**config.mk**
```make
export PLATFORM = sky130hd
export DESIGN_NAME = acc_cpu_param_flat
export DESIGN_NICKNAME = d
export VERILOG_FILES = /design/src/rtl/acc_cpu_pkg.sv /design/src/rtl/acc_cpu_param_if.sv /design/src/rtl/acc_cpu_alu.sv /design/src/rtl/acc_cpu_param.sv /design/src/flat_wrapper.sv
export SDC_FILE = /design/constraint.sdc
export NUM_CORES = 1
export LEC_CHECK = 0
export CAP_MARGIN = 20
export CORE_MARGIN = 2
export CORE_UTILIZATION = 45
export CTS_CLUSTER_DIAMETER = 50
export CTS_CLUSTER_SIZE = 30
export DETAILED_ROUTE_END_ITERATION = 10
export SETUP_SLACK_MARGIN = 0.1
export SLEW_MARGIN = 10
export SYNTH_ARGS = -nofsm -noshare
export SYNTH_HDL_FRONTEND = slang
export SYNTH_SLANG_ARGS = --single-unit
```
**constraint.sdc**
```tcl
create_clock -name clk -period 12.3 [get_ports clk]
set_input_delay 2.46 -clock clk [delete_from_list [all_inputs] [get_ports clk]]
set_output_delay 2.46 -clock clk [all_outputs]
set_load 0.01 [all_outputs]
```
**src/rtl/acc_cpu_pkg.sv**
```systemverilog
// Shared definitions for the parametrised accumulator CPU.
// Latency: none (definitions only).
// Backpressure: none (definitions only).
package acc_cpu_pkg;

    // Opcodes occupy the top nibble of every instruction word.
    localparam logic [3:0] OP_NOP  = 4'h0;
    localparam logic [3:0] OP_LDI  = 4'h1;
    localparam logic [3:0] OP_ADD  = 4'h2;
    localparam logic [3:0] OP_SUB  = 4'h3;
    localparam logic [3:0] OP_AND  = 4'h4;
    localparam logic [3:0] OP_OR   = 4'h5;
    localparam logic [3:0] OP_XOR  = 4'h6;
    localparam logic [3:0] OP_SHL  = 4'h7;
    localparam logic [3:0] OP_SHR  = 4'h8;
    localparam logic [3:0] OP_JMP  = 4'h9;
    localparam logic [3:0] OP_JZ   = 4'hA;
    localparam logic [3:0] OP_JC   = 4'hB;
    localparam logic [3:0] OP_OUT  = 4'hC;
    localparam logic [3:0] OP_HALT = 4'hF;

    typedef enum logic [1:0] {
        IDLE = 2'd0,
        RUN  = 2'd1,
        HALT = 2'd2
    } cpu_state_t;

endpackage

```
**src/rtl/acc_cpu_param_if.sv**
```systemverilog
// Host-side bundle of the accumulator CPU: program load port, start strobe, status.
// Latency: wires only; timing is defined by the core.
// Backpressure: none; load and start are plain strobes, status is free-running.
// master = host (drives load_*/start), slave = CPU core (drives acc/pc/flags/out_*/busy/halted).
interface acc_cpu_param_if #(
    parameter int DW = 8,
    parameter int AW = 4
);
    logic              load_en;
    logic [AW-1:0]     load_addr;
    logic [4+DW-1:0]   load_data;
    logic              start;
    logic [DW-1:0]     acc;
    logic [AW-1:0]     pc;
    logic              zero;
    logic              carry;
    logic [DW-1:0]     out_data;
    logic              out_valid;
    logic              busy;
    logic              halted;

    modport master (
        output load_en, load_addr, load_data, start,
        input  acc, pc, zero, carry, out_data, out_valid, busy, halted
    );

    modport slave (
        input  load_en, load_addr, load_data, start,
        output acc, pc, zero, carry, out_data, out_valid, busy, halted
    );
endinterface

```
**src/rtl/acc_cpu_alu.sv**
```systemverilog
// Combinational ALU: computes the accumulator/flag update for one opcode.
// Latency: zero cycles (pure combinational).
// Backpressure: none.
// Ports: acc_i/imm_i operands, op_i opcode, c_i current carry;
//        res_o/c_o/z_o results, wr_acc_o/wr_c_o say which registers the op updates.
module acc_cpu_alu
    import acc_cpu_pkg::*;
#(
    parameter int DW = 8
) (
    input  logic [DW-1:0] acc_i,
    input  logic [DW-1:0] imm_i,
    input  logic [3:0]    op_i,
    input  logic          c_i,
    output logic [DW-1:0] res_o,
    output logic          c_o,
    output logic          z_o,
    output logic          wr_acc_o,
    output logic          wr_c_o
);

    // One extra bit holds the carry out of ADD and the borrow out of SUB.
    logic [DW:0] sum;
    logic [DW:0] diff;

    assign sum  = {1'b0, acc_i} + {1'b0, imm_i};
    assign diff = {1'b0, acc_i} - {1'b0, imm_i};

    always_comb begin
        res_o    = acc_i;
        c_o      = c_i;
        wr_acc_o = 1'b0;
        wr_c_o   = 1'b0;
        case (op_i)
            OP_LDI: begin res_o = imm_i;          wr_acc_o = 1'b1; end
            OP_ADD: begin {c_o, res_o} = sum;     wr_acc_o = 1'b1; wr_c_o = 1'b1; end
            OP_SUB: begin {c_o, res_o} = diff;    wr_acc_o = 1'b1; wr_c_o = 1'b1; end
            OP_AND: begin res_o = acc_i & imm_i;  wr_acc_o = 1'b1; end
            OP_OR:  begin res_o = acc_i | imm_i;  wr_acc_o = 1'b1; end
            OP_XOR: begin res_o = acc_i ^ imm_i;  wr_acc_o = 1'b1; end
            OP_SHL: begin
                c_o      = acc_i[DW-1];
                res_o    = {acc_i[DW-2:0], 1'b0};
                wr_acc_o = 1'b1;
                wr_c_o   = 1'b1;
            end
            OP_SHR: begin
                c_o      = acc_i[0];
                res_o    = {1'b0, acc_i[DW-1:1]};
                wr_acc_o = 1'b1;
                wr_c_o   = 1'b1;
            end
            default: ;
        endcase
    end

    // Z follows the accumulator write enable: only ops that write acc touch Z.
    assign z_o = (res_o == '0);

endmodule

```
**src/rtl/acc_cpu_param.sv**
```systemverilog
// Accumulator CPU with host-loadable program memory, Z/C flags, jumps, OUT strobe and HALT.
// Latency: one instruction per cycle; results visible the cycle after the commit edge.
// Backpressure: none; load_en honoured only in IDLE, start only in IDLE/HALT.
// Ports: clk, rst_n (async active-low), bus (slave side of acc_cpu_param_if).
module acc_cpu_param
    import acc_cpu_pkg::*;
#(
    parameter int DW = 8,
    parameter int AW = 4
) (
    input  logic           clk,
    input  logic           rst_n,
    acc_cpu_param_if.slave bus
);

    localparam int IW    = 4 + DW;
    localparam int DEPTH = 1 << AW;

    logic [IW-1:0] mem_q [DEPTH];

    cpu_state_t    state_q, state_d;
    logic [AW-1:0] pc_q, pc_d;
    logic [DW-1:0] acc_q, acc_d;
    logic          z_q, z_d;
    logic          c_q, c_d;
    logic [DW-1:0] out_data_q, out_data_d;
    logic          out_valid_q, out_valid_d;
    logic          busy_o, halted_o;

    logic [IW-1:0] instr;
    logic [3:0]    op;
    logic [DW-1:0] imm;
    logic          start_ok;

    logic [DW-1:0] alu_res;
    logic          alu_c, alu_z, alu_wr_acc, alu_wr_c;

    // Combinational fetch: the word at pc executes on the next edge.
    assign instr = mem_q[pc_q];
    assign op    = instr[IW-1:DW];
    assign imm   = instr[DW-1:0];

    // start restarts from IDLE or HALT alike; it is ignored while running.
    assign start_ok = bus.start && (state_q != RUN);

    acc_cpu_alu #(.DW(DW)) u_alu (
        .acc_i    (acc_q),
        .imm_i    (imm),
        .op_i     (op),
        .c_i      (c_q),
        .res_o    (alu_res),
        .c_o      (alu_c),
        .z_o      (alu_z),
        .wr_acc_o (alu_wr_acc),
        .wr_c_o   (alu_wr_c)
    );

    // Program memory is deliberately not reset so a program survives rst_n.
    always_ff @(posedge clk) begin
        if (state_q == IDLE && bus.load_en) begin
            mem_q[bus.load_addr] <= bus.load_data;
        end
    end

    // FSM: state register
    always_ff @(posedge clk or negedge rst_n) begin
        if (!rst_n) begin
            state_q <= IDLE;
        end else begin
            state_q <= state_d;
        end
    end

    // FSM: next state
    always_comb begin
        state_d = state_q;
        case (state_q)
            IDLE:    if (bus.start) state_d = RUN;
            RUN:     if (op == OP_HALT) state_d = HALT;
            HALT:    if (bus.start) state_d = RUN;
            default: state_d = IDLE;
        endcase
    end

    // FSM: outputs
    always_comb begin
        busy_o   = 1'b0;
        halted_o = 1'b0;
        case (state_q)
            RUN:     busy_o   = 1'b1;
            HALT:    halted_o = 1'b1;
            default: ;
        endcase
    end

    // Datapath next state
    always_comb begin
        pc_d        = pc_q;
        acc_d       = acc_q;
        z_d         = z_q;
        c_d         = c_q;
        out_data_d  = out_data_q;
        out_valid_d = 1'b0;
        if (start_ok) begin
            pc_d  = '0;
            acc_d = '0;
            z_d   = 1'b0;
            c_d   = 1'b0;
        end else if (state_q == RUN) begin
            pc_d = pc_q + AW'(1);
            if (alu_wr_acc) begin
                acc_d = alu_res;
                z_d   = alu_z;
            end
            if (alu_wr_c) begin
                c_d = alu_c;
            end
            case (op)
                OP_JMP:  pc_d = imm[AW-1:0];
                OP_JZ:   if (z_q) pc_d = imm[AW-1:0];
                OP_JC:   if (c_q) pc_d = imm[AW-1:0];
                OP_OUT:  begin
                    out_data_d  = acc_q;
                    out_valid_d = 1'b1;
                end
                OP_HALT: pc_d = pc_q;   // pc keeps pointing at the HALT word
                default: ;
            endcase
        end
    end

    always_ff @(posedge clk or negedge rst_n) begin
        if (!rst_n) begin
            pc_q        <= '0;
            acc_q       <= '0;
            z_q         <= 1'b0;
            c_q         <= 1'b0;
            out_data_q  <= '0;
            out_valid_q <= 1'b0;
        end else begin
            pc_q        <= pc_d;
            acc_q       <= acc_d;
            z_q         <= z_d;
            c_q         <= c_d;
            out_data_q  <= out_data_d;
            out_valid_q <= out_valid_d;
        end
    end

    assign bus.acc       = acc_q;
    assign bus.pc        = pc_q;
    assign bus.zero      = z_q;
    assign bus.carry     = c_q;
    assign bus.out_data  = out_data_q;
    assign bus.out_valid = out_valid_q;
    assign bus.busy      = busy_o;
    assign bus.halted    = halted_o;

endmodule

```
**src/flat_wrapper.sv**
```systemverilog
// flat-port wrapper written by rule: the top's interface ports become plain ports
module acc_cpu_param_flat import acc_cpu_pkg::*;
#(
    parameter int DW = 8,
    parameter int AW = 4
)
  (clk, rst_n, bus_load_en, bus_load_addr, bus_load_data, bus_start, bus_acc, bus_pc, bus_zero, bus_carry, bus_out_data, bus_out_valid, bus_busy, bus_halted);
  acc_cpu_param_if #(.DW(DW), .AW(AW)) bus_i ();
  input  logic clk;
  input  logic rst_n;
  input wire logic [$bits(bus_i.load_en)-1:0] bus_load_en;
  input wire logic [$bits(bus_i.load_addr)-1:0] bus_load_addr;
  input wire logic [$bits(bus_i.load_data)-1:0] bus_load_data;
  input wire logic [$bits(bus_i.start)-1:0] bus_start;
  output wire logic [$bits(bus_i.acc)-1:0] bus_acc;
  output wire logic [$bits(bus_i.pc)-1:0] bus_pc;
  output wire logic [$bits(bus_i.zero)-1:0] bus_zero;
  output wire logic [$bits(bus_i.carry)-1:0] bus_carry;
  output wire logic [$bits(bus_i.out_data)-1:0] bus_out_data;
  output wire logic [$bits(bus_i.out_valid)-1:0] bus_out_valid;
  output wire logic [$bits(bus_i.busy)-1:0] bus_busy;
  output wire logic [$bits(bus_i.halted)-1:0] bus_halted;
  assign bus_i.load_en = bus_load_en;
  assign bus_i.load_addr = bus_load_addr;
  assign bus_i.load_data = bus_load_data;
  assign bus_i.start = bus_start;
  assign bus_acc = bus_i.acc;
  assign bus_pc = bus_i.pc;
  assign bus_zero = bus_i.zero;
  assign bus_carry = bus_i.carry;
  assign bus_out_data = bus_i.out_data;
  assign bus_out_valid = bus_i.out_valid;
  assign bus_busy = bus_i.busy;
  assign bus_halted = bus_i.halted;
  acc_cpu_param #(.DW(DW), .AW(AW)) u_core (.clk(clk), .rst_n(rst_n), .bus(bus_i));
endmodule
```
Yosys cells after proc, flatten, opt, wreduce, memory -nomap -nowiden

Memories as Yosys holds them, arrays and structs flattened.
Index checks and enable logic that the tools add are counted.

Memories: 1
Register bits after elaboration: 25
Output and inout bits: 25
Memory bits (writable): 192
Input port bits: 20
Word-level logic and storage cells: 78

Memories:

| memory       | depth | bits a word | rd ports | clocked after Yosys merged registers in | write ports | RTL line            | text |
|---|---|---|---|---|---|---|---|
| u_core.mem_q | 16    | 12          | 1        | 0                                       | 1           | acc_cpu_param.sv:19 | `logic [IW-1:0] mem_q [DEPTH];` |

Mux-type cells: 28
Equality and inequality tests: 19
Bitwise gates (word level): 4
Reduce and logical (&&, ||, !) cells: 16
Add/sub/neg operators: 3

Operators with widths:

| cell                                                            | number |
|---|---|
| 8-bit case mux with 8 select lines                              | 1 |
| 4-bit == test, second input constant                            | 6 |
| 8-bit 2-to-1 mux                                                | 3 |
| 4-bit by 3-bit == test with 1-bit output, second input constant | 4 |
| 4-bit 2-to-1 mux                                                | 4 |
| 4-bit case mux with 4 select lines                              | 1 |
| 1-bit 2-to-1 mux                                                | 15 |
| 8-bit by 8-bit adder with 9-bit output                          | 1 |
| 8-bit by 8-bit subtractor with 9-bit output                     | 1 |
| 8-bit AND                                                       | 1 |
| 4-bit by 2-bit == test with 1-bit output, second input constant | 2 |
| 8-bit zero test                                                 | 1 |
| 2-bit by 1-bit != test with 1-bit output, second input constant | 4 |
| 8-bit OR                                                        | 1 |
| 8-bit OR reduction                                              | 1 |
| 8-bit XOR                                                       | 1 |
| 2-bit AND reduction                                             | 3 |
| 3-bit AND reduction                                             | 2 |
| 2-bit nonzero test                                              | 3 |
| 5-bit nonzero test                                              | 1 |
| 4-bit by 1-bit adder with 4-bit output, second input constant   | 1 |
| 4-bit by 1-bit == test with 1-bit output, second input constant | 1 |
| 2-bit 2-to-1 mux                                                | 2 |
| 1-bit case mux with 4 select lines                              | 1 |
| other kinds (8)                                                 | 9 |

Longest topological paths before layout

Gate-level depths: netlist (run 1).
An unclocked memory read counts as a cell.

Depth after elaboration: 7
Mapped depth: 20
Gate-level depth less buffers: 15

By module

A second synthesis (run 1) with hierarchy kept.

Cells, all modules: 715
Area, all modules: 10,462.5 µm²

Modules (own cells, without submodules):

| module        | cells an instance | seq. area each (µm²) | area each (µm²) | instances |
|---|---|---|---|---|
| acc_cpu_param | 487               | 6,391.1              | 8,906.0         | 1 |
| acc_cpu_alu   | 228               | 0.0                  | 1,556.5         | 1 |

Least setup slack after synthesis (run 1)

No wires, ideal clock.

Path type: flip-flop to flip-flop
From: register u_core.pc_q[0], in the netlist u_core.bus.pc[0]
To: register u_core.z_q, in the netlist u_core.bus.zero
Data required time: 12,208 ps
Stages on the path, launching flop included: 19
Path slack: 7,654 ps
Data arrival time: 4,554 ps
Buffers on the path: 4
Clock period less this slack: 4,646 ps
Library setup time: 92 ps
Path through: dfrtp_1 -> buf_2 -> buf_2 -> buf_2 -> buf_2 -> mux4_2 -> a22oi_1 -> nand2_1 -> ha_1 -> fa_1 -> a21o_1 -> a21oi_1 -> o21ai_0 -> o41a_1 -> a32o_1 -> a22oi_1 -> o2111ai_1 -> nand3b_1 -> o31ai_2

Longest elaborated chain between the ends: 7
Elaborated cells on any way between the ends: 23
Classes of those cells: add/sub (2); eq/ne (8); mux (5); bitwise (3); reduce/logical (4); memory (1)

RTL lines:

| what                                                                      | RTL line             | text |
|---|---|---|
| start: declaration                                                        | acc_cpu_param.sv:22  | `logic [AW-1:0] pc_q, pc_d;` |
| start signal: assignment                                                  | acc_cpu_param.sv:141 | `pc_q <= pc_d;` |
| memory 16 x 12 bit *                                                      | n/a                  |  |
| 8-bit by 8-bit subtractor with 9-bit output, or another cell as far along | acc_cpu_alu.sv:27    | `assign diff = {1'b0, acc_i} - {1'b0, imm_i};` |
| 8-bit case mux with 8 select lines                                        | acc_cpu_alu.sv:34    | `case (op_i)` |
| 8-bit zero test                                                           | acc_cpu_alu.sv:58    | `assign z_o = (res_o == '0);` |
| 1-bit 2-to-1 mux                                                          | acc_cpu_param.sv:111 | `if (alu_wr_acc) begin` |
| 1-bit 2-to-1 mux                                                          | acc_cpu_param.sv:109 | `end else if (state_q == RUN) begin` |
| 1-bit 2-to-1 mux                                                          | acc_cpu_param.sv:104 | `if (start_ok) begin` |
| end signal: assignment                                                    | acc_cpu_param.sv:143 | `z_q <= z_d;` |
| end: declaration                                                          | acc_cpu_param.sv:24  | `logic z_q, z_d;` |

Every way passes the cells marked *; elsewhere a longest branch is shown, timed or not. The select of a mux whose other input is x is not followed.
A chain may end at the register's enable or synchronous reset.

Worst setup path in the final report (run 1)

Same ends and word-level chain as after synthesis.

==> summary.md, run 1 <==
| Metric | Value |
|---|---|
| Number of filler instances in the final layout | between 1500 and 2000 |
| Drt initial violations | 523 |
| Later-pin clock latency in the skew report | ~0.54 ns |
| Highest cell delay on the worst timing path | 0.77 ns |
| Remaining antenna violation count after routing | 0 |
| Total overflow reported by the global router | 0 |
| Endpoint of the lowest-slack register-to-register path | u_core.bus.zero |
| Number of antenna violations at the first check in global routing | 0 |
| Final sum of negative setup slack | 0 ns |
| Startpoint Class | flip-flop |
| Min-Delay Endpoint | u_core.state_q[0] |
| Starting density of the core | about 46% |
| Fin area | between 0.01 and 0.015 mm² |
| Leakage component of the power | about 0.004 µW |
| Depth of the worst register-to-register path | 15 |
| Source of the worst register-to-register timing path | u_core.bus.pc[0] |
| Syn nets | 730 |
| Final Critical Period | 5.11 ns |
| Worst ir drop on vdd | ~0.13 mV |
| Number of optimization iterations in the first detailed-route pass | 7 |
| Synthesized netlist cell count | slightly below 700 |
| Vias in the first global route | ~6300 |
| Hold buffers post-CTS | 0 |
| Wire length of the first global-routing pass | approximately 38 mm |
| Sequential cell area fraction in the yosys report | approximately 64% |
| Cell area after technology mapping | around 0.01 mm² |
| Root buf cell | sky130_fd_sc_hd__clkbuf_16 |
| Final setup skew | about 0.027 ns |
| Detailed Route WL | 24.7 mm |
| Result of the run | finished clean |
| H-tree level count | 1 |
| Power Dens Cells | roughly 270 mW/mm² |
| Area added between synthesis and finish | 16.8% |
| Util after Layout | between 50% and 60% |
| Unrepaired setup endpoints after global routing | false |
| Min-delay src | u_core.state_q[0] |
| Slew at the pin closest to its max-slew limit | approximately 0.97 ns |
| Post-CTS sizing | 0 |
| Proportion of synthesized flip-flops having asynchronous set or reset | between 10% and 20% |
| FF-to-FF setup slack | just over 7 ns |
| Largest cells by area after synthesis | sky130_fd_sc_hd__edfxtp_1 57%, sky130_fd_sc_hd__mux4_2 7.2%, sky130_fd_sc_hd__dfrtp_1 6.2% |
| Largest fanout on the critical path | 53 |
| Layout net count | between 700 and 800 |
| Final setup violation count | 0 |
| Post-synthesis register bit count | roughly 220 |
| Most instantiated library cell after synthesis | sky130_fd_sc_hd__edfxtp_1 |
| # Max-Cap Violations | 0 |
| Number of setup buffers added after CTS | 0 |
| Clock tree from TritonCTS | built |
| Worst Path Arrival | ~5.5 ns |
| Power consumption | around 3200 µW |
| Max-slew headroom | 35.3% |
| Number of clock sinks | about 220 |
| Number of standard-cell rows in the floorplan | 54 |
| Placed inst area | 0.0109 mm² |
| Synth cell count leaders | 192 x sky130_fd_sc_hd__edfxtp_1, 48 x sky130_fd_sc_hd__nor2_1, 44 x sky130_fd_sc_hd__mux2i_1 |
| Ordered list of cells on the worst path | buf_4, mux4_2, a22oi_1, nand2_1, inv_1, ha_1, or3b_2, o221ai_1, o41ai_1, xor2_1, nand2_1, o21ai_0, a222oi_1, o211ai_1, o31ai_2 |
| Most frequently used flop master after synthesis | sky130_fd_sc_hd__edfxtp_1 |
| Clock transition time at the flip-flop clock pins of the worst setup and hold paths | roughly 0.070 ns |
| Fraction of layout instances using a drive strength above 1 | between 10% and 20% |
| Fin. Hold Viols | 0 |
| Buffers from clock root to sink, at most | 3 |
| Most used cell, CP | sky130_fd_sc_hd__nand2_1 |
| WS Path Type | flip-flop to flip-flop |
| Maximum number of pins on one net before global-route repair | 54 |
| Gpl congestion | approximately 0.92 |
| Synth top area share | 57.5% |
| Wire per inst | between 20 and 25 µm |
| Overall Global Routing Usage | a little over a fifth |
| Count of cell types in the netlist | 62 |
| Cell type with the largest total area after synthesis | sky130_fd_sc_hd__edfxtp_1 |
| Antenna Diode Count | 0 |
| Max Transition Viols Final | 0 |
| Part of the cycle the worst path needs | 41.6% |
| Via density | about 6 |
| Crit-path slowest cell | sky130_fd_sc_hd__buf_4 |
| Cell depth of the worst min-delay path | 1 |
| Number of enable flip-flop cells after synthesis | about 190 |
| Path class of the lowest-slack min-delay path | flip-flop to flip-flop |
| Synth Area per Inst | around 15 µm² |
| Die width | 153 µm |
| Routed via count | between 6000 and 7000 |
| Req. time, crit path | about 13 ns |
| Synthesis warning total | 0 |
| Number of CTS-inserted buffers | 23 |
| Maximum clock frequency | 0.196 GHz |
| Post-detailed-placement half-perimeter wirelength | around 17 mm |
| CP Capture Type | flip-flop |
| Die area | about 0.024 mm² |
| Number of I/O port buffers | 44 |
| Placeable Area | ~0.022 mm² |
| Die height | about 150 µm |
| Io pins | 45 |
| DRC errors left | 0 |
routing by layer:
| layer | track usage, % | vias up | wire length, µm |
|---|---|---|---|
| met5 | 0 | - | 0 |
| met3 | 3.86 | 61 | 1500 |
| met2 | 34.0 | 231 | 11600 |
| met1 | 29.7 | 3087 | 10800 |
| li1 | - | 2794 | - |
| met4 | 7.01 | 0 | 826 |
where the power goes:
group	switching, µW	internal [µW]	leakage [µW]
clock network	323	413	0.000403
logic	948	627	0.00165
registers	59.8	851	0.00204
cell type report:
cell class,instances,area [µm²],area share (%)
Sequential cell,217,6400,54.6
Inverter,26,97.6,0.833
Clock buffer,25,593,5.06
Timing Repair Buffer,68,621,5.30
Tap cell,280,350,2.99
Clock inverter,17,240,2.05
Multi-Input combinational cell,404,3420,29.2
how the worst max path moves through the flow:
stage                           from               to  slack [ns]
floorplan           u_core.bus.pc[0]  u_core.bus.zero        7.65
global placement    u_core.bus.pc[0]  u_core.bus.zero        7.26
detailed placement  u_core.bus.pc[0]  u_core.bus.zero        7.27
CTS                 u_core.bus.pc[0]        bus_pc[0]        7.20
global route        u_core.bus.pc[0]  u_core.bus.zero        6.76
finish              u_core.bus.pc[0]  u_core.bus.zero        7.19
state kept, by name, summed over array words and instances (netlist names):
name and count:
u_core.mem_q 192, u_core.bus.acc 8, u_core.bus.out_data 8, u_core.bus.pc 4, u_core.state_q 2, u_core.bus.carry 1, u_core.bus.out_valid 1, u_core.bus.zero 1
layout by cell type, fill, tap and decap left out, drive strengths merged, types with 25 or more instances in the layout:
cell type / synthesis / routed
ha: 28 / 28
dfrtp: 25 / 25
nor2: 48 / 48
inv: 26 / 33
mux4: 32 / 32
clkbuf: 17 / 25
a21oi: 26 / 26
clkdlybuf4s50: 0 / 44
mux2i: 44 / 44
o21ai: 28 / 28
edfxtp: 192 / 192
nand2: 37 / 37
kinds of logic after synthesis:
| family | count (synthesis) | share of synthesized area [%] |
|---|---|---|
| mux | 92 | 13.4 |
| buf+inv | 59 | 2.53 |
| simple gates | 139 | 6.25 |
| xor+xnor | 10 | 0.873 |
| compound gates | 133 | 9.38 |
| fa+ha+maj | 30 | 3.89 |
| flops | 217 | 63.7 |
worst max-delay path, delay by kind of cell, from the launching register on:
family,cells,cell delay (ns)
AO/OA/AOI/OAI,7,1.65
XOR/XNOR,1,0.16
adder cells (fa/ha/maj),1,0.35
buffers and inverters,2,0.90
flip-flops,1,0.54
multiplexers,1,0.62
AND/OR/NAND/NOR,3,0.72
stage by stage:
step	setup WS (ns)	hold slack, ns	cells
after floorplan	7.65	0.471	680
after global placement	7.26	0.491	995
after detailed placement	7.27	0.496	995
after CTS	7.20	0.510	1037
after global routing	6.76	0.529	1037
final	7.19	0.507	1037
Power figures use the tool's default switching activity.
==> run 2, diff against run 1 <==
==> constraint.sdc (replaced) <==
create_clock -name clk -period 4.53 [get_ports clk]
set_input_delay 0.906 -clock clk [delete_from_list [all_inputs] [get_ports clk]]
set_output_delay 0.906 -clock clk [all_outputs]
set_load 0.01 [all_outputs]
==> run 2 against run 1 <==
Register-to-register slack worse by 6.9 ns; hold slack worse by 0.0033 ns; non-clock buffer count increased by 18; flip-flop and latch count unchanged.
==> summary.md, run 2 (synthesized netlist as in run 1, its figures left out) <==
| Metric | Value |
|---|---|
| Result of the run | finished clean |
| Post-detailed-placement half-perimeter wirelength | ~17 mm |
| Area added between synthesis and finish | 18.4% |
| WS Path Type | flip-flop to flip-flop |
| Io pins | 45 |
| Global Route met2 Usage | a little over a third |
| Unrepaired setup endpoints after global routing | false |
| Fraction of power consumed by the clock network | 21.0% |
| Clock transition time at the flip-flop clock pins of the worst setup and hold paths | roughly 0.07 ns |
| Wire per inst | roughly 24 µm |
| GR Layer Usage met1 | between 30 and 40% |
| Final setup skew | roughly 0.026 ns |
| Max Transition Viols Final | 0 |
| Later-pin clock latency in the skew report | approximately 0.50 ns |
| Crit-path slowest cell | sky130_fd_sc_hd__or4b_1 |
| Maximum number of pins on one net before global-route repair | 33 |
| Buffers from clock root to sink, at most | 3 |
| Vias in the first global route | between 6000 and 7000 |
| Crit path max-delay family | compound AO/OA/AOI/OAI gates |
| Commonest non-fill, non-tap cells in the layout | 192 x sky130_fd_sc_hd__edfxtp_1, 44 x sky130_fd_sc_hd__clkdlybuf4s50_1, 43 x sky130_fd_sc_hd__mux2i_1 |
| Largest reg by FF count | u_core.mem_q |
| Switching share of power | around two fifths |
| Gpl congestion | 0.942 |
| Busiest metal layer after global routing | met2 |
| Fraction of layout instances using a drive strength above 1 | between 20% and 30% |
| Worst ir drop on vdd | 0.281 mV |
| Layout net count | ~810 |
| Hold buffers post-CTS | 0 |
| Fin. Hold Viols | 0 |
| Number of clock sinks | around 220 |
| Path class of the lowest-slack min-delay path | flip-flop to flip-flop |
| Routed via count | around 6300 |
| Final sum of negative setup slack | 0 ns |
| Placeable Area | about 0.022 mm² |
| Number of I/O port buffers | between 40 and 50 |
| Number of optimization iterations in the first detailed-route pass | 5 |
| Min-delay src | u_core.state_q[0] |
| Slew at the pin closest to its max-slew limit | around 1.1 ns |
| Seq pwr share | 27.4% |
| Maximum clock frequency | between 0.2 and 0.25 GHz |
| Commonest non-fill, non-tap cell in the layout | sky130_fd_sc_hd__edfxtp_1 |
| Worst Path Arrival | 4.61 ns |
| Final Critical Period | ~4.2 ns |
| CP startpoint | u_core.bus.pc[0] |
| Max-slew headroom | about a quarter |
| Die area | about 0.024 mm² |
| Number of standard-cell rows in the floorplan | 54 |
| Number of CTS-inserted buffers | 21 |
| Die width | around 150 µm |
| Largest register FFs | ~190 |
| Switching power | approximately 3600 µW |
| Total overflow reported by the global router | 0 |
| Antenna Diode Count | 0 |
| Placed inst area | 0.0111 mm² |
| Source of the worst register-to-register timing path | u_core.bus.pc[0] |
| Via density | between 5 and 6 |
| Fin area | between 0.01 and 0.015 mm² |
| CP Capture Type | flip-flop |
| Largest fanout on the critical path | 20 |
| Startpoint Class | flip-flop |
| Number of antenna violations at the first check in global routing | 0 |
| Die height | about 150 µm |
| Part of the cycle the worst path needs | 92.8% |
| Leakage component of the power | 0.00416 µW |
| Root buf cell | sky130_fd_sc_hd__clkbuf_16 |
| Ordered list of cells on the worst path | buf_12, mux4_2, a22oi_1, nand2_1, inv_1, ha_2, a21oi_1, a21oi_2, xnor2_1, a311o_1, a211o_1, or4b_1, o31ai_2 |
| Portion of total power attributed to combinational logic | approximately 52% |
| Count of buffering cells on the critical path with inverters included | 2 |
| Remaining antenna violation count after routing | 0 |
| P_int | ~5400 µW |
| Req. time, crit path | between 4 and 5 ns |
| Power Dens Cells | around 750 mW/mm² |
| Met3 layer usage reported by global route | under 10% |
| H-tree level count | 1 |
| Detailed Route WL | 25.2 mm |
| Highest cell delay on the worst timing path | 0.58 ns |
| Final setup violation count | 0 |
| # Max-Cap Violations | 0 |
| Clock tree from TritonCTS | built |
| Starting density of the core | a little under half |
| Wire length of the first global-routing pass | roughly 38 mm |
| Overall Global Routing Usage | 21.4% |
| DRC errors left | 0 |
| Drt initial violations | between 500 and 600 |
-- run 2: final timing paths --
kind | slack, ns | to | cells after the start
min in group asynchronous | 0.85 | u_core.bus.acc[0] | 1
max reg2reg | 0.32 | u_core.bus.zero | 13
min reg2reg | 0.50 | u_core.state_q[0] | 1
min | 0.50 | u_core.state_q[0] | 1
max | 0.32 | u_core.bus.zero | 13
max in group asynchronous | 3.13 | u_core.bus.pc[0] | 1
-- run 2: power by group through the flow --
stage | combinational (µW) | sequential [µW] | clock (µW)
2_1_floorplan | 2980 | 2480 | 0
3_3_place_gp | 4490 | 2490 | 0
5_1_grt | 5010 | 2470 | 1980
6_report | 4630 | 2450 | 1880
3_5_place_dp | 4500 | 2500 | 0
4_1_cts | 4530 | 2460 | 1910
-- run 2: stage by stage --
stage                     total power [µW]  hold slack [ns]  util (%)  setup slack, ns  std cells
after global placement                6980            0.492      50.7            0.276       1011
after floorplan                       5460            0.471         -            0.131        680
after global routing                  9470            0.515      54.4           0.0392       1049
final                                 8960            0.504      54.4            0.325       1049
after CTS                             8890            0.506      54.2            0.175       1048
after detailed placement              7000            0.495      50.8            0.249       1012
-- run 2: worst register-to-register path: stages (launching register included) --
cell and delay, ns:
sky130_fd_sc_hd__dfrtp_4 0.48, sky130_fd_sc_hd__buf_12 0.21, sky130_fd_sc_hd__mux4_2 0.55, sky130_fd_sc_hd__a22oi_1 0.20
sky130_fd_sc_hd__nand2_1 0.14, sky130_fd_sc_hd__inv_1 0.15, sky130_fd_sc_hd__ha_2 0.35, sky130_fd_sc_hd__a21oi_1 0.32
sky130_fd_sc_hd__a21oi_2 0.10, sky130_fd_sc_hd__xnor2_1 0.14, sky130_fd_sc_hd__a311o_1 0.37, sky130_fd_sc_hd__a211o_1 0.31
sky130_fd_sc_hd__or4b_1 0.58, sky130_fd_sc_hd__o31ai_2 0.21
-- run 2: per-layer routing --
| layer | wire (µm) | up-vias |
|---|---|---|
| met4 | 744 | 0 |
| met3 | 1700 | 49 |
| met2 | 11900 | 262 |
| met5 | 0 | - |
| li1 | - | 2819 |
| met1 | 10800 | 3163 |
-- run 2: cell type report --
cell class                 instances  area (µm²)
fill                            1795        9950
sequential                       217        6400
multi-input combinational        404        3450
timing repair buffer              86         821
clock buffer                      21         526
tap                              280         350
clock inverter                    15         233
inverter                          26        97.6
-- run 2: timing repair --
action	4_1_cts	5_1_grt
setup buffers	0	1
gates resized for setup	0	7
endpoints found under the setup margin	0	2
==> run 3, diff against run 2 <==
--- a/config.mk
+++ b/config.mk
@@ -5,8 +5,7 @@
 export SDC_FILE = /design/constraint.sdc
 export NUM_CORES = 1
 export LEC_CHECK = 0
-export CAP_MARGIN = 20
-export CORE_MARGIN = 2
+export CAP_MARGIN = 0
 export CORE_UTILIZATION = 45
 export CTS_CLUSTER_DIAMETER = 50
 export CTS_CLUSTER_SIZE = 30
==> run 3 against run 2 <==
Final area is essentially flat; core utilization about the same; hold slack got worse by 0.11 ns; combinational power is 1% lower; die area is 2.6% lower; worst setup slack improved by 0.020 ns; largest power group unchanged; flip-flop and latch count unchanged; critical endpoint unchanged; cell count increased by 0.29%; fmax up 0.48%.
==> summary.md, run 3 (synthesized netlist as in run 1, its figures left out) <==
| Metric | Value |
|---|---|
| Max Transition Viols Final | 0 |
| Later-pin clock latency in the skew report | 0.53 ns |
| Commonest non-fill, non-tap cells in the layout | 192 x sky130_fd_sc_hd__edfxtp_1, 43 x sky130_fd_sc_hd__mux2i_1, 43 x sky130_fd_sc_hd__clkdlybuf4s50_1 |
| Final Critical Period | about 4.2 ns |
| # Max-Cap Violations | 0 |
| Largest fanout on the critical path | 14 |
| Clock transition time at the flip-flop clock pins of the worst setup and hold paths | 0.07 ns |
| Total overflow reported by the global router | 0 |
| Crit path max-delay family | compound AO/OA/AOI/OAI gates |
| Slew at the pin closest to its max-slew limit | 1.06 ns |
| Ordered list of cells on the worst path | buf_16, mux4_2, a22oi_1, nand2_1, ha_1, fa_1, a21o_1, a21oi_1, o21ai_0, o41a_1, a32o_1, a22oi_2, o2111ai_1, nand3b_1, o31ai_2 |
| Source of the worst register-to-register timing path | u_core.bus.pc[0] |
| Gpl congestion | about 0.94 |
| Routed via count | around 6300 |
| Depth of the worst register-to-register path | 15 |
| DRC errors left | 0 |
| Antenna Diode Count | 0 |
| Wire per inst | approximately 24 µm |
| Number of standard-cell rows in the floorplan | 54 |
| Area added between synthesis and finish | 18.3% |
| Via density | between 6 and 7 |
| Count of buffering cells on the critical path with inverters included | 1 |
| Drt initial violations | between 400 and 500 |
| Wire length of the first global-routing pass | between 30 and 40 mm |
| Clock tree from TritonCTS | built |
| Power Dens Cells | 750 mW/mm² |
| Number of I/O port buffers | 44 |
| WS Path Type | flip-flop to flip-flop |
| Post-detailed-placement half-perimeter wirelength | approximately 17 mm |
| Vias in the first global route | 6400 |
| Part of the cycle the worst path needs | 92.4% |
| Unrepaired setup endpoints after global routing | false |
| Number of clock sinks | 217 |
| Largest reg by FF count | u_core.mem_q |
| Worst Path Arrival | 4.60 ns |
| Die height | approximately 150 µm |
| Endpoint of the lowest-slack register-to-register path | u_core.bus.zero |
| FF-to-FF setup slack | 0.34 ns |
| Crit-path slowest cell | sky130_fd_sc_hd__mux4_2 |
| Result of the run | finished clean |
| Fin. Hold Viols | 0 |
| CP Capture Type | flip-flop |
| Maximum clock frequency | ~0.24 GHz |
| Buffers from clock root to sink, at most | 3 |
| Number of CTS-inserted buffers | 21 |
| Highest cell delay on the worst timing path | roughly 0.51 ns |
| Path class of the lowest-slack min-delay path | primary input to async pin |
| Max-slew headroom | 29.2% |
| Final setup skew | approximately 0.030 ns |
| Worst ir drop on vdd | 0.425 mV |
| Starting density of the core | between 40% and 50% |
| Leakage component of the power | about 0.0042 µW |
| Final sum of negative setup slack | 0 ns |
| Number of optimization iterations in the first detailed-route pass | 5 |
| Maximum number of pins on one net before global-route repair | 29 |
| Placeable Area | 0.0218 mm² |
| Commonest non-fill, non-tap cell in the layout | sky130_fd_sc_hd__edfxtp_1 |
| Remaining antenna violation count after routing | 0 |
| Req. time, crit path | ~4.9 ns |
| Largest register FFs | 192 |
| Layout net count | a little over 800 |
| Startpoint Class | flip-flop |
| Number of cells after detailed placement | approximately 1000 |
| H-tree level count | 1 |
| Root buf cell | sky130_fd_sc_hd__clkbuf_16 |
| Die area | 0.0229 mm² |
| Io pins | 45 |
| Final instance count without filler cells | between 1000 and 1500 |
| Fraction of layout instances using a drive strength above 1 | just over 20% |
| Number of antenna violations at the first check in global routing | 0 |
| Final setup violation count | 0 |
| Detailed Route WL | 25.4 mm |
| Die width | around 150 µm |
| Overall Global Routing Usage | around 23% |
## run 3: worst max path at each step
stage	startpoint	endpoint	cells past startpoint
2_1_floorplan	u_core.bus.pc[0]	u_core.bus.zero	18
3_3_place_gp	u_core.bus.pc[0]	u_core.bus.zero	15
3_5_place_dp	u_core.bus.pc[0]	u_core.bus.zero	15
4_1_cts	u_core.bus.pc[0]	u_core.bus.zero	15
5_1_grt	u_core.bus.pc[0]	u_core.bus.zero	16
6_report	u_core.bus.pc[0]	u_core.bus.zero	15
## run 3: power breakdown
part           total [µW]  internal [µW]  switching, µW
Combinational        4580           1940           2640
Clock                1860            981            874
Sequential           2470           2310            159
## run 3: layout make-up
type                            count  area (µm²)
Clock buffer                       21         526
Clock inverter                     17         225
Fill cell                        1760        9950
Inverter                           26        97.6
Multi-Input combinational cell    404        3470
Sequential cell                   217        6400
Tap cell                          280         350
Timing Repair Buffer               87         812
## run 3: per-stage QoR
step | power, µW | hold WS, ns | setup WS [ns] | utilization, % | area (µm²)
floorplan | 5460 | 0.471 | 0.131 | - | 10000
global placement | 6930 | 0.493 | 0.218 | 50.7 | 11100
detailed placement | 6940 | 0.500 | 0.197 | 50.7 | 11100
CTS | 8810 | 0.516 | 0.161 | 54.1 | 11800
global route | 9420 | 0.432 | 0.111 | 54.4 | 11900
finish | 8900 | 0.392 | 0.345 | 54.4 | 11900
## run 3: what timing repair did
item | 4_1_cts | 5_1_grt
endpoints found under the setup margin | 0 | 2
gates resized for setup | 0 | 6
setup buffers | 0 | 2
hold buffers | 0 | 0
## run 3: routing by layer
metal	routed length, µm	up-vias	track usage, %
li1	-	2838	-
met5	0	-	0
met2	11900	216	36.7
met4	823	0	8.35
met1	11200	3229	31.9
met3	1530	50	3.80
==> edit, RTL diff (flow settings as in run 3) <==
Reset style: synchronous (`rst_n`), changed in 2 clocked blocks. Comments in the files are not updated.
--- a/src/rtl/acc_cpu_param.sv
+++ b/src/rtl/acc_cpu_param.sv
@@ -65,3 +65,3 @@
     // FSM: state register
-    always_ff @(posedge clk or negedge rst_n) begin
+    always_ff @(posedge clk) begin
         if (!rst_n) begin
@@ -131,3 +131,3 @@
 
-    always_ff @(posedge clk or negedge rst_n) begin
+    always_ff @(posedge clk) begin
         if (!rst_n) begin
Formal check against the unedited RTL: differs if rst_n is asserted again (counterexample within 4 cycles, from zero or initial values and one cycle with rst_n low); with rst_n held inactive, the same outputs for 4 cycles.
==> edit against run 3 <==
  * The flow now finishes with violations (DRC)
  * Count of clock-buffer cells in the layout unchanged
  * Sequential cell count increased by 4
  * Wire length decreased by 0.68%
  * Global-route usage decreased by 0.64 points
  * Final area increased by 0.59%
  * Area after synthesis increased by 1.2%
  * Non-clock buffer count increased by 15
  * Setup slack improved by 0.11 ns
Power is not compared: it rests on default switching activity, and its combinational part moved more than twofold at a synthesized area within 25%.
==> edit: results <==
{
  "status": "complete, but fails checks",
  "violations": "DRC",
  "multi_input_area_share_pct": 29.3,
  "synthFlopType": "edfxtp_1",
  "fill_cells": 1756,
  "largest_reg_flops": 192,
  "cts_root_buffer": "clkbuf_16",
  "async_flop_share_pct": 0,
  "grt_antenna_before_repair": 0,
  "largest-register": "u_core.mem_q",
  "hold_end": "u_core.bus.out_data[0]$_SDFFE_PN0P_",
  "hold_path.class": "flip-flop to flip-flop",
  "routabilityCongestion": 0.898,
  "cts_buffer_depth": 3,
  "rr_endpoint": "u_core.bus.acc[7]$_SDFFE_PP0P_",
  "area_share_nonclk_buffers_pct": 7.50,
  "drive_above_1_share_pct": 21.1,
  "synth_seq_cells": 221,
  "min_from": "u_core.bus.out_data[0]$_SDFFE_PN0P_",
  "synth_commonest_cells": "192 x edfxtp_1, 54 x nor2_1, 38 x mux4_2",
  "yosysWarnings": 0,
  "clk_latency_ns": 0.52,
  "grtUsageTotal_pct": 22.4,
  "drt_iter0_markers": 373,
  "firstDrtPassIters": 7,
  "fin_cells": 1072,
  "crit_slowest_cell": "mux4_1",
  "inverters_excl_clock": 33,
  "yosysUniqueCellTypes": 73,
  "critical_path_arrival_ns": 4.51,
  "layout.nets": 827,
  "htreeDepth": 1,
  "cp_max_fo": 11,
  "whs_ns": 0.491,
  "reg2reg_depth": 14,
  "drc": 5,
  "synth-seq-area-share_pct": 62.5,
  "grt_first_pass_wirelength_um": 38800,
  "min_path_cells": 2,
  "reg2reg_slack_ns": 0.45,
  "synthTopCellsByArea": "edfxtp_1 57%, mux4_2 8.4%, dfxtp_1 5.7%",
  "post-dp-hpwl_um": 17100,
  "clk_share_pct": 6.00,
  "sh_seq_area_pct": 53.2,
  "synth_cells": 685,
  "grt_max_degree": 22,
  "cpPeakStageDelay_ns": 0.53,
  "vias": 6256,
  "placed_cells": 1029,
  "antenna_cells": 0,
  "max_slew_margin_pct": 50.8,
  "synth-edff-count": 192,
  "skew_ns": 0.0152,
  "synth_nets": 734,
  "n_all_buffers": 102,
  "avgRoutedWirePerCell_um": 23.6,
  "num-multi-input-gates": 399
}
-- edit: cell count changes after synthesis, sizes merged, moves of 6 or more --
| cell | run 3 | this run |
|---|---|---|
| nor3 | 17 | 26 |
| xnor2 | 9 | 3 |
| dfrtp | 25 | 0 |
| nand3 | 21 | 12 |
| mux2 | 16 | 9 |
| a221oi | 18 | 1 |
| nor2 | 48 | 56 |
| mux4 | 32 | 48 |
| a22oi | 11 | 3 |
| a211oi | 2 | 8 |
| dfxtp | 0 | 29 |
| clkbuf | 17 | 7 |
| mux2i | 44 | 17 |
| buf | 16 | 25 |
-- edit: worst max-delay path by stage --
stage,startpoint,slack (ns),cells after the start,end
after detailed placement,flip-flop,0.10,14,u_core.bus.acc[7]$_SDFFE_PP0P_
after global placement,flip-flop,0.08,17,u_core.bus.zero$_SDFFE_PP0P_
after floorplan,flip-flop,0.57,17,u_core.bus.zero$_SDFFE_PP0P_
final,flip-flop,0.45,14,u_core.bus.acc[7]$_SDFFE_PP0P_
after CTS,flip-flop,0.30,14,u_core.bus.acc[7]$_SDFFE_PP0P_
after global routing,flip-flop,0.13,17,u_core.bus.zero$_SDFFE_PP0P_
-- edit: per-layer routing --
metal  share of wire, %  vias to the layer above  track usage (%)
li1                   -                     2872                -
met1                 42                     3181             29.2
met2                 51                      165             39.4
met3                4.2                       38             2.79
met4                2.7                        0             6.51
met5                  0                        -                0
-- edit: worst max-delay path, delay by kind of cell, from the launching register on --
kind	cells	cell delay, ns
AO/OA/AOI/OAI	7	1.37
adder cells (fa/ha/maj)	1	0.25
buffers and inverters	2	0.27
flip-flops	1	0.48
multiplexers	2	1.05
AND/OR/NAND/NOR	2	0.55
-- edit: repair_timing --
| item | CTS | global route |
|---|---|---|
| setup buffers | 0 | 6 |
| gates resized for setup | 1 | 2 |
| setup endpoints to repair | 2 | 2 |
-- edit: power by group through the flow --
stage	clock [mW]	sequential [mW]	combinational (mW)
floorplan	0	2.29	0.285
global placement	0	2.31	0.439
detailed placement	0	2.31	0.442
CTS	1.84	2.26	0.443
global route	1.92	2.26	0.499
finish	1.81	2.26	0.456
-- edit: cell families after synthesis --
family	after synthesis	share of synthesized area, %
multiplexers	74	13.7
XOR/XNOR	3	0.259
buffers and inverters	65	3.25
AO/OA/AOI/OAI	120	7.99
AND/OR/NAND/NOR	173	8.57
adder cells (fa/ha/maj)	29	3.72
flip-flops	221	62.5
-- edit: stage by stage --
| stage | worst slack [ns] | power, mW | area, um2 |
|---|---|---|---|
| after floorplan | 0.571 | 2.58 | 10200 |
| after global placement | 0.0796 | 2.74 | 11200 |
| after detailed placement | 0.103 | 2.75 | 11200 |
| after CTS | 0.303 | 4.55 | 11900 |
| after global routing | 0.134 | 4.68 | 11900 |
| final | 0.451 | 4.52 | 11900 |
